===== src/rtl/ifu.sv =====
// Instruction fetch unit: owns the PC, fetches one instruction word per
// request/acknowledge handshake, holds it for the decoder and computes the
// next PC from nPCOp/zero when ctrl pulses PCWr.
// Optional feature macro: IFU_JR_EN (enables the jr target for nPCOp = 2'b11).
module ifu #(
    parameter logic [31:0] RESET_PC    = 32'h0000_3000,
    parameter int unsigned ACK_TIMEOUT = 15
) (
    input  logic        clk,
    input  logic        clr,
    input  logic        PCWr,
    input  logic [1:0]  nPCOp,
    input  logic        zero,
    input  logic [31:0] jr_target,
    input  logic        im_ack,
    input  logic [31:0] im_rdata,
    output logic        im_req,
    output logic [31:0] im_addr,
    output logic [31:0] pc,
    output logic [31:0] pc4,
    output logic [31:0] instr,
    output logic        instr_vld,
    output logic        fetch_err
);

    typedef enum logic [1:0] {StIdle, StFetch, StHold, StErr} state_e;

    localparam logic [7:0]  TimeoutCnt = 8'(ACK_TIMEOUT);
    // The PC is always word aligned, even if the parameter is not.
    localparam logic [31:0] ResetPcAl  = {RESET_PC[31:2], 2'b00};

    state_e      state_q, state_d;
    logic [31:0] pc_q, pc_d;
    logic [31:0] instr_q, instr_d;
    logic        vld_q, vld_d;
    logic        err_q, err_d;
    logic [7:0]  cnt_q, cnt_d;

    logic [31:0] pc4_w;
    logic [31:0] br_off;
    logic [31:0] npc;

    assign pc4_w  = pc_q + 32'd4;
    assign br_off = {{14{instr_q[15]}}, instr_q[15:0], 2'b00};

`ifdef IFU_JR_EN
    logic unused_jr;
    assign unused_jr = ^jr_target[1:0];
`else
    logic unused_jr;
    assign unused_jr = ^jr_target;
`endif

    // Next-PC selection from the held instruction and the ctrl opcode.
    always_comb begin
        npc = pc4_w;
        case (nPCOp)
            2'b00: npc = pc4_w;
            2'b01: npc = zero ? (pc4_w + br_off) : pc4_w;
            2'b10: npc = {pc4_w[31:28], instr_q[25:0], 2'b00};
`ifdef IFU_JR_EN
            2'b11: npc = {jr_target[31:2], 2'b00};
`else
            2'b11: npc = pc4_w;
`endif
            default: npc = pc4_w;
        endcase
    end

    // Fetch FSM next-state: handshake, timeout counting and PC advance.
    always_comb begin
        state_d = state_q;
        pc_d    = pc_q;
        instr_d = instr_q;
        vld_d   = vld_q;
        err_d   = err_q;
        cnt_d   = cnt_q;
        case (state_q)
            StIdle: begin
                state_d = StFetch;
                cnt_d   = 8'd0;
            end
            StFetch: begin
                // An ack in the timeout cycle still wins.
                if (im_ack) begin
                    instr_d = im_rdata;
                    vld_d   = 1'b1;
                    state_d = StHold;
                end else if (cnt_q == TimeoutCnt) begin
                    err_d   = 1'b1;
                    state_d = StErr;
                end else begin
                    cnt_d = cnt_q + 8'd1;
                end
            end
            StHold: begin
                if (PCWr) begin
                    pc_d    = npc;
                    vld_d   = 1'b0;
                    cnt_d   = 8'd0;
                    state_d = StFetch;
                end
            end
            StErr: begin
                state_d = StErr;
            end
            default: state_d = StIdle;
        endcase
    end

    // State registers with synchronous active-high reset.
    always_ff @(posedge clk) begin
        if (clr) begin
            state_q <= StIdle;
            pc_q    <= ResetPcAl;
            instr_q <= 32'd0;
            vld_q   <= 1'b0;
            err_q   <= 1'b0;
            cnt_q   <= 8'd0;
        end else begin
            state_q <= state_d;
            pc_q    <= pc_d;
            instr_q <= instr_d;
            vld_q   <= vld_d;
            err_q   <= err_d;
            cnt_q   <= cnt_d;
        end
    end

    assign im_req    = (state_q == StFetch);
    assign im_addr   = pc_q;
    assign pc        = pc_q;
    assign pc4       = pc4_w;
    assign instr     = instr_q;
    assign instr_vld = vld_q;
    assign fetch_err = err_q;

endmodule

===== config.mk =====
export PLATFORM = sky130hd
export DESIGN_NAME = ifu
export DESIGN_NICKNAME = d
export VERILOG_FILES = /design/src/rtl/ifu.sv
export SDC_FILE = /design/constraint.sdc
export NUM_CORES = 1
export LEC_CHECK = 0
export ABC_AREA = 0
export CORE_ASPECT_RATIO = 0.8
export CORE_MARGIN = 5
export CORE_UTILIZATION = 35
export DETAILED_ROUTE_END_ITERATION = 8
export GPL_TIMING_DRIVEN = 0
export PLACE_DENSITY = 0.63
export SKIP_CTS_REPAIR_TIMING = 1
export SYNTH_ARGS = -nofsm -noshare
export SYNTH_HDL_FRONTEND = slang
export SYNTH_SLANG_ARGS = --single-unit

===== constraint.sdc =====
create_clock -name clk -period 3.8 [get_ports clk]
set_input_delay 0.38 -clock clk [delete_from_list [all_inputs] [get_ports clk]]
set_output_delay 0.38 -clock clk [all_outputs]
set_load 0.05 [all_outputs]

Word-level counts from Yosys, hierarchy flattened --
Index checks and enable logic that the tools add are counted.
Word-level totals: flip-flop bits (word level) 76, bits in latches 0, RAM bits 0, ROM bits 0, bits of input ports 71, memories 0
Cells by class: add/subtract/negate cells 3, multiply operators 0, div/mod/pow operators 0, order comparisons 0, eq/ne operators 12, shift operators 0, multiplexer cells 13, bitwise logic cells 1, reductions and logical operators 11
Operators with widths (count):
- one-hot mux 32 bit (3 select lines) | 1
- adder 32 x 3 -> 32 bit (second input constant) | 1
- adder 32 bit | 1
- 2-to-1 mux 32 bit | 1
- 2-to-1 mux 8 bit | 3
- one-hot mux 8 bit (3 select lines) | 1
- adder 8 x 1 -> 8 bit (second input constant) | 1
- == test 2 bit (second input constant) | 4
- == test 8 x 4 -> 1 bit (second input constant) | 1
- inequality test 2 bit (second input constant) | 4
- one-hot mux 2 bit (4 select lines) | 1
- 2-to-1 mux 2 bit | 3
- AND reduction 2 bit | 3
- AND reduction 3 bit | 2
- == test 2 x 1 -> 1 bit (second input constant) | 2
- logical NOT 2 bit | 2
- AND reduction 4 bit | 1
- inequality test 3 x 2 -> 1 bit (second input constant) | 1
- nonzero test 3 bit | 1
- 2-to-1 mux 1 bit | 2
- one-hot mux 1 bit (2 select lines) | 1
- nonzero test 2 bit | 1
- OR reduction 2 bit | 1
- NOT 1 bit | 1

Depth between registers and ports, before layout --
Gate-level depths: netlist (run 1).
depth after elaboration 4, depth in mapped cells 16, mapped depth without buffers 15

Worst setup path after synthesis (run 1) --
OpenSTA, ideal clock, no wires.
path type register to register, start point register pc_q[2] (netlist: im_addr[2]), end point register pc_q[31] (netlist: im_addr[31]), library setup time 0.133 ns, arrival 4.524 ns, required time 3.667 ns, slack -0.857 ns, stages on the path, launching flop included 16, path buffers 0, cell sequence dfxtp_1 -> ha_1 -> nand4_1 -> nor2b_1 -> nand2_1 -> xnor2_1 -> ha_1 -> and3_1 -> o211a_1 -> and2_4 -> a211oi_4 -> a2111oi_2 -> o21a_1 -> nor3_2 -> mux2i_1 -> a31oi_1
On the way: longest elaborated chain between the ends 4
Ends and longest elaborated chain:
- start, declared | RTL line 33 | logic [31:0] pc_q, pc_d;
- start signal, assigned | RTL line 115 | pc_q <= ResetPcAl;
- start signal, assigned | RTL line 122 | pc_q <= pc_d;
- adder 32 x 3 -> 32 bit | RTL line 43 | assign pc4_w = pc_q + 32'd4;
- via pc4[12] | RTL line 20 | output logic [31:0] pc4,
- adder 32 bit | RTL line 59 | 2'b01: npc = zero ? (pc4_w + br_off) : pc4_w;
- 2-to-1 mux 32 bit | RTL line 59
- one-hot mux 32 bit (3 select lines) | RTL line 57 | case (nPCOp)
The timed path passes the listed nets, and every way through them passes these cells. A chain may end at the register's enable or synchronous reset.

Worst setup path in the final report (run 1) --
start point register pc_q[6] (netlist: im_addr[6]), end point register pc_q[24] (netlist: im_addr[24])
On the way: longest elaborated chain between the ends 4
Ends and longest elaborated chain (RTL line):
- adder 32 x 3 -> 32 bit * | 43
- adder 32 bit | 59
- 2-to-1 mux 32 bit | 59
- one-hot mux 32 bit (3 select lines) * | 57
Mark *: on every way between the ends. The rest lies on a longest branch, timed or not.

==> results.json, run 1 <==
{
  "worst_ep_arrival_time_ps": 3870,
  "insertedDiodeCount": 0,
  "setup_tns_ps": 0,
  "yosysUniqueCellTypes": 76,
  "numCtsBuffers": 9,
  "clock.fmax_mhz": 274,
  "min_path_type": "in2reg",
  "combinationalPowerShare_pct": 24.6,
  "irDropWorstVdd_v": 0.000262,
  "synth_ff_type": "sky130_fd_sc_hd__dfxtp_1",
  "finish.net_count": 1058,
  "die_h_um": 125,
  "max-clock-path-buffers": 2,
  "grtUsageTotal_pct": 21.4,
  "rsz0062_at_grt": "yes",
  "synthAdderAreaFrac_pct": 8.60,
  "layout-drive-gt1-share_pct": 17.7,
  "synth.mux.area_fraction_pct": 0.717,
  "initial_core_util_pct": 35.3,
  "cpPeakStageDelay_ps": 400,
  "number_of_enable_flip_flop_cells_after_synthesis": 0,
  "yosysWarnings": 0,
  "static-leakage-power_nw": 3.50,
  "library_cell_contributing_the_largest_single_delay_on_the_critical_path": "sky130_fd_sc_hd__dfxtp_2",
  "ys_ff_latch": 74,
  "via_count": 6267,
  "cts_num_sinks": 74,
  "fillers": 1551,
  "ys_seq_area_share_pct": 25.7,
  "detailedPlace.worstSlack_ps": -402,
  "max_slew.worst_pin.slew_ps": 1210,
  "power-per-cell-area_mw_per_mm2": 289,
  "synth_xor_xnor_area_share_pct": 8.36,
  "final_common_cell": "sky130_fd_sc_hd__clkdlybuf4s50_1",
  "final_hold_viol_count": 0,
  "dr.pass1.iters": 5,
  "worstPathCellList": "and3_1 -> nand3_2 -> nor2_4 -> xor2_4 -> ha_1 -> a21oi_1 -> a21oi_1 -> or3_1 -> nand4_1 -> a31oi_1 -> o31a_1 -> or3_1 -> a31oi_1 -> nor3_1",
  "power.clock.fraction_pct": 41.4,
  "net-switching-power_mw": 0.826,
  "area_fraction_in_compound_gates_after_synthesis_pct": 26.1,
  "via_count_of_the_first_global_routing_pass": 5649,
  "chipWidth_um": 153,
  "clock_latency_ps": 350,
  "drt.antenna.violating_nets": 0,
  "number_of_failing_setup_endpoints_in_the_final_timing_report": 0,
  "intPower_mw": 1.70,
  "min_period_ps": 3660,
  "end_kind": "flip-flop",
  "place.port_buffers": 162,
  "grt_start_max_net_pins": 24,
  "criticalPathCategory": "reg2reg",
  "instances_no_fill": 1173,
  "route.detailed.vias_per_inst": 5.34,
  "area_enclosed_by_the_die_boundary_mm2": 0.0191,
  "switching_share_pct": 32.7,
  "tritoncts": "built",
  "overflow": 0,
  "result_of_the_run": "finished clean",
  "most-common-layout-cells": "sky130_fd_sc_hd__clkdlybuf4s50_1, sky130_fd_sc_hd__nand2_1, sky130_fd_sc_hd__a21oi_1",
  "detailedRoute.firstIterationViolations": 646,
  "clock_skew_ps": 11.1,
  "largest_driver_fanout_on_the_critical_path": 7,
  "dp_hpwl_mm": 16.8,
  "layout-area-overhead-vs-synth_pct": 51.4,
  "drt-total-wl_mm": 21.6,
  "row_count": 42,
  "timing.slew.headroom_pct": 19.0,
  "netlist_area_mm2": 0.00576,
  "global_route_wire_length_before_repair_mm": 32.8,
  "final_core_util_pct": 53.4,
  "ys_async_sr_fraction_pct": 0,
  "final_weighted_congestion_in_routability_driven_placement": 0.962,
  "largest_family_of_logic_cells_by_synthesized_area": "compound AO/OA/AOI/OAI gates",
  "clk_transition_reported_paths_ps": 70,
  "top_ports": 202,
  "pwr-share-seq_pct": 34.0,
  "routed_wire_length_per_instance_um": 18.4,
  "final.setup.worst_slack_ps": 144,
  "synth.avg_cell_area_um2": 7.67,
  "max_cap_viol_count": 0,
  "finalMaxSlewViolations": 0,
  "synth_simple_gate_area_share_pct": 22.6,
  "drc_errors": 0,
  "crit_path_start_kind": "flip-flop",
  "syn_inst": 751,
  "fin_crit_sh_pct": 96.2,
  "place.detailed.instances": 1138,
  "clk_root_buffer_cell": "sky130_fd_sc_hd__clkbuf_16",
  "antenna_found_initial": 0,
  "floorplan.core_area_mm2": 0.0163,
  "h_tree_level_count": 3,
  "cp_data_required_time_ps": 4010
}
flip-flops by register name, indices dropped and copies added (netlist names):
name,flops
im_addr,30
state_q,2
fetch_err,1
instr_vld,1
cnt_q,8
instr,32
path summary, 6_finish.rpt:
| path | end | cells past startpoint | startpoint | slack [ps] |
|---|---|---|---|---|
| worst max-delay path | im_addr[24] | 14 | im_addr[6] | 140 |
| worst min-delay path | im_addr[29] | 2 | clr | 350 |
| worst max register to register | im_addr[24] | 14 | im_addr[6] | 140 |
| worst min register to register | instr[31] | 2 | instr[31] | 450 |
cell type report:
| cell class | count | area [µm²] | area share (%) |
|---|---|---|---|
| multi-input combinational | 598 | 4330 | 49.6 |
| timing repair buffer | 183 | 1780 | 20.4 |
| sequential | 74 | 1530 | 17.6 |
| buffer | 70 | 402 | 4.60 |
| clock buffer | 11 | 275 | 3.16 |
| tap | 220 | 275 | 3.16 |
| clock inverter | 5 | 88.8 | 1.02 |
| inverter | 12 | 45.0 | 0.516 |
cell usage after synthesis, drive strengths merged, types with 2 or more instances:
cell type  count  area [µm²]
a32o           2        20.0
mux2i          3        30.0
and2           7        46.3
clkbuf        32         120
xor2          22         193
o41ai          3        26.3
o21a           5        38.8
ha            38         475
or2            2        12.5
a211o          2        17.5
a22o           3        27.5
a221o          6        60.1
o21ai         31         155
o211ai         3        22.5
a311oi         2        17.5
nand4         14         103
nor4           3        48.8
a221oi        18         158
xnor2         33         289
a211oi        15         135
o31ai          5        42.5
a21o          13        97.6
or3            9        62.6
inv           12        45.0
nor3          17        90.1
nand2b         5        31.3
a21oi         90         450
and3           5        31.3
o21bai         3        26.3
nand3         16        80.1
a2111oi        2        42.5
nand2        121         457
and4           6        55.1
a31oi          8        50.1
nor2b          8        50.1
dfxtp         74        1480
buf           40         289
nor2          54         203
per-layer routing:
metal,global-route usage (%),vias up,wire [µm]
met5,0,-,0
met4,5.35,0,344
met3,5.80,29,2130
met2,29.6,245,8720
met1,32.6,2926,10400
li1,-,3067,-
power by group through the flow:
stage | combinational (mW) | sequential (mW) | clock [mW]
2_1_floorplan | 0.312 | 0.944 | 0
3_3_place_gp | 0.597 | 0.872 | 0
3_5_place_dp | 0.598 | 0.873 | 0
4_1_cts | 0.600 | 0.855 | 1.06
5_1_grt | 0.661 | 0.862 | 1.09
6_report | 0.620 | 0.858 | 1.04
stage by stage:
step	instance area, µm²	hold slack [ps]	power (mW)
global route	8720	362	2.61
finish	8720	353	2.52
CTS	8390	341	2.51
global placement	8030	441	1.47
floorplan	6130	458	1.26
detailed placement	8030	449	1.47
worst max-delay path, delay by kind of cell (launching register included):
| family | cells | cell delay [ps] |
|---|---|---|
| DFF | 1 | 400 |
| xor gates and xnor gates | 1 | 210 |
| AOI/OAI and AO/OA | 5 | 980 |
| and+or+nand+nor | 7 | 1590 |
| adders and majority gates | 1 | 320 |
cell families after synthesis:
group	after synthesis
adders and majority gates	39
xor gates and xnor gates	55
DFF	74
muxes	4
and+or+nand+nor	271
other	1
AOI/OAI and AO/OA	223
buffers and inverters	84
No activity file was read; power rests on OpenSTA's default activity.
==> run 2, diff against run 1 <==
--- a/config.mk
+++ b/config.mk
@@ -8,10 +8,10 @@
 export ABC_AREA = 0
 export CORE_ASPECT_RATIO = 0.8
 export CORE_MARGIN = 5
-export CORE_UTILIZATION = 35
+export CORE_UTILIZATION = 46
 export DETAILED_ROUTE_END_ITERATION = 8
 export GPL_TIMING_DRIVEN = 0
-export PLACE_DENSITY = 0.63
+export PLACE_DENSITY = 0.79
 export SKIP_CTS_REPAIR_TIMING = 1
 export SYNTH_ARGS = -nofsm -noshare
 export SYNTH_HDL_FRONTEND = slang
==> run 2 against run 1 <==
  * Highest routed layer unchanged
  * Die area decreased by 22%
  * Final area fell by 1.7%
  * Maximum frequency shrank 3.0%
  * Core utilization is 17 points higher
  * Combinational power is 0.8% lower
  * Via count rose by 2.3%
  * Global-route usage up 6.3 points
  * Critical path depth rose by 2
==> results.json, run 2 (same netlist as run 1, synthesis figures left out) <==
{
  "antenna_found_initial": 0,
  "most-common-layout-cells": "sky130_fd_sc_hd__clkdlybuf4s50_1, sky130_fd_sc_hd__nand2_1, sky130_fd_sc_hd__a21oi_1",
  "routed_wire_length_per_instance_um": 19.1,
  "route.detailed.vias_per_inst": 5.76,
  "criticalPathCategory": "reg2reg",
  "rr_endpoint": "im_addr[31]",
  "overflow": 0,
  "final_hold_viol_count": 0,
  "clk_root_buffer_cell": "sky130_fd_sc_hd__clkbuf_16",
  "rsz0062_at_grt": "yes",
  "top_ports": 202,
  "clk_transition_reported_paths_ps": 70,
  "global_route_wire_length_before_repair_mm": 32.4,
  "irDropWorstVdd_v": 0.000301,
  "initial_core_util_pct": 47.2,
  "finish.net_count": 1047,
  "timing.hold.worst.start": "clr",
  "combinationalPowerShare_pct": 23.8,
  "largest_driver_fanout_on_the_critical_path": 6,
  "net-switching-power_mw": 0.829,
  "detailedRoute.firstIterationViolations": 685,
  "drt-total-wl_mm": 21.3,
  "instances_no_fill": 1113,
  "final_common_cell": "sky130_fd_sc_hd__clkdlybuf4s50_1",
  "clock_skew_ps": 12.8,
  "regToRegSetupSlack_ps": 30,
  "postPlaceCellArea_mm2": 0.00797,
  "result_of_the_run": "finished clean",
  "fin_crit_sh_pct": 99.2,
  "numCtsBuffers": 9,
  "pwr-share-seq_pct": 33.1,
  "design_power_total_mw": 2.59,
  "area_enclosed_by_the_die_boundary_mm2": 0.0149,
  "worst_r2r_startpoint": "im_addr[3]",
  "max-clock-path-buffers": 2,
  "worst_ep_arrival_time_ps": 3970,
  "layout-drive-gt1-share_pct": 16.7,
  "drc_errors": 0,
  "timing.hold.worst_endpoint": "im_addr[26]",
  "place.detailed.instances": 1089,
  "end_kind": "flip-flop",
  "dr.pass1.iters": 5,
  "via_count_of_the_first_global_routing_pass": 5966,
  "place.port_buffers": 162,
  "dp_hpwl_mm": 16.2,
  "insertedDiodeCount": 0,
  "cts_num_sinks": 74,
  "power.clock.fraction_pct": 43.1,
  "via_count": 6414,
  "min_path_type": "in2reg",
  "grt_start_max_net_pins": 24,
  "crit_path_start_kind": "flip-flop",
  "switching_share_pct": 32.0,
  "finalMaxSlewViolations": 0,
  "max_slew.worst_pin.slew_ps": 1110,
  "grtUsageTotal_pct": 27.8,
  "wire_length_on_met2_mm": 9.11,
  "h_tree_level_count": 3,
  "cp_data_required_time_ps": 4000,
  "fillers": 963,
  "floorplan.core_area_mm2": 0.0122,
  "drt.antenna.violating_nets": 0,
  "max_cap_viol_count": 0,
  "power-per-cell-area_mw_per_mm2": 302,
  "static-leakage-power_nw": 3.48,
  "min_delay_path_depth": 2,
  "tritoncts": "built",
  "chipWidth_um": 135,
  "hold_ws_ps": 352,
  "top_layer": "met4",
  "clock_latency_ps": 350,
  "row_count": 36,
  "post_route_met1_wirelength_mm": 9.38,
  "min_period_ps": 3770,
  "final_weighted_congestion_in_routability_driven_placement": 0.949,
  "timing.slew.headroom_pct": 25.8,
  "reg2reg_depth": 16,
  "met3RoutedLength_mm": 2.43,
  "die_h_um": 110,
  "layout-area-overhead-vs-synth_pct": 48.8,
  "max_ffs_per_register": 32,
  "intPower_mw": 1.76,
  "number_of_failing_setup_endpoints_in_the_final_timing_report": 0,
  "finish.instance_area_mm2": 0.00857,
  "clock.fmax_mhz": 265
}
run 2: cell count changes in the layout (fill, tap and decap cells not counted), moves of 2 or more:
cell                      before  now
sky130_fd_sc_hd__ha_4          6    2
sky130_fd_sc_hd__nand3_2       3    1
sky130_fd_sc_hd__nor3_2        3    0
sky130_fd_sc_hd__nor3_4        1    3
sky130_fd_sc_hd__ha_2          1    5
sky130_fd_sc_hd__buf_4        57   46
run 2: worst max-delay path, cell delays in order, from the launching register on:
cell and delay (ps):
sky130_fd_sc_hd__dfxtp_4 390, sky130_fd_sc_hd__ha_2 220, sky130_fd_sc_hd__nand4_1 100, sky130_fd_sc_hd__buf_4 190, sky130_fd_sc_hd__nor2b_2 200, sky130_fd_sc_hd__nand2_2 120
sky130_fd_sc_hd__xnor2_4 200, sky130_fd_sc_hd__ha_2 350, sky130_fd_sc_hd__and3_1 220, sky130_fd_sc_hd__o211a_1 160, sky130_fd_sc_hd__and2_4 190, sky130_fd_sc_hd__a211oi_4 390
sky130_fd_sc_hd__a2111oi_4 140, sky130_fd_sc_hd__o21a_1 220, sky130_fd_sc_hd__nor3_4 230, sky130_fd_sc_hd__mux2i_1 220, sky130_fd_sc_hd__a31oi_1 90
run 2: power by group through the flow:
stage / combinational, mW / sequential (mW) / clock, mW
after floorplan: 0.312 / 0.944 / 0
after global placement: 0.594 / 0.869 / 0
after detailed placement: 0.598 / 0.870 / 0
after CTS: 0.602 / 0.853 / 1.12
after global routing: 0.655 / 0.860 / 1.15
final: 0.615 / 0.857 / 1.11
run 2: stage by stage:
stage / utilization [%] / TNS (ps) / setup slack (ps)
6_report: 70.2 / 0 / 29.9
5_1_grt: 70.2 / -641 / -129
4_1_cts: 68.4 / -1250 / -495
3_5_place_dp: 65.3 / -1090 / -470
3_3_place_gp: 65.3 / -881 / -433
2_1_floorplan: - / -0.0202 / -0.0202
run 2: layout make-up:
type / count / area (µm²) / area share [%]
Sequential cell: 74 / 1530 / 17.9
Inverter: 12 / 45.0 / 0.525
Timing Repair Buffer: 172 / 1700 / 19.8
Multi-Input combinational cell: 598 / 4300 / 50.1
Buffer: 70 / 402 / 4.68
Clock inverter: 5 / 113 / 1.31
Clock buffer: 11 / 275 / 3.21
Tap cell: 171 / 214 / 2.50
run 2: worst max path at each step:
| stage | cells after the start | to | start |
|---|---|---|---|
| after global routing | 14 | im_addr[31] | im_addr[6] |
| after floorplan | 14 | im_addr[31] | im_addr[6] |
| after global placement | 15 | im_addr[31] | im_addr[2] |
| final | 16 | im_addr[31] | im_addr[3] |
| after detailed placement | 15 | im_addr[31] | im_addr[2] |
| after CTS | 15 | im_addr[31] | im_addr[2] |
run 2: routing by layer:
layer  vias up  track usage [%]
met3        30             7.53
met2       335             40.6
met1      3004             40.8
met5         -                0
met4         0             6.19
li1       3045                -
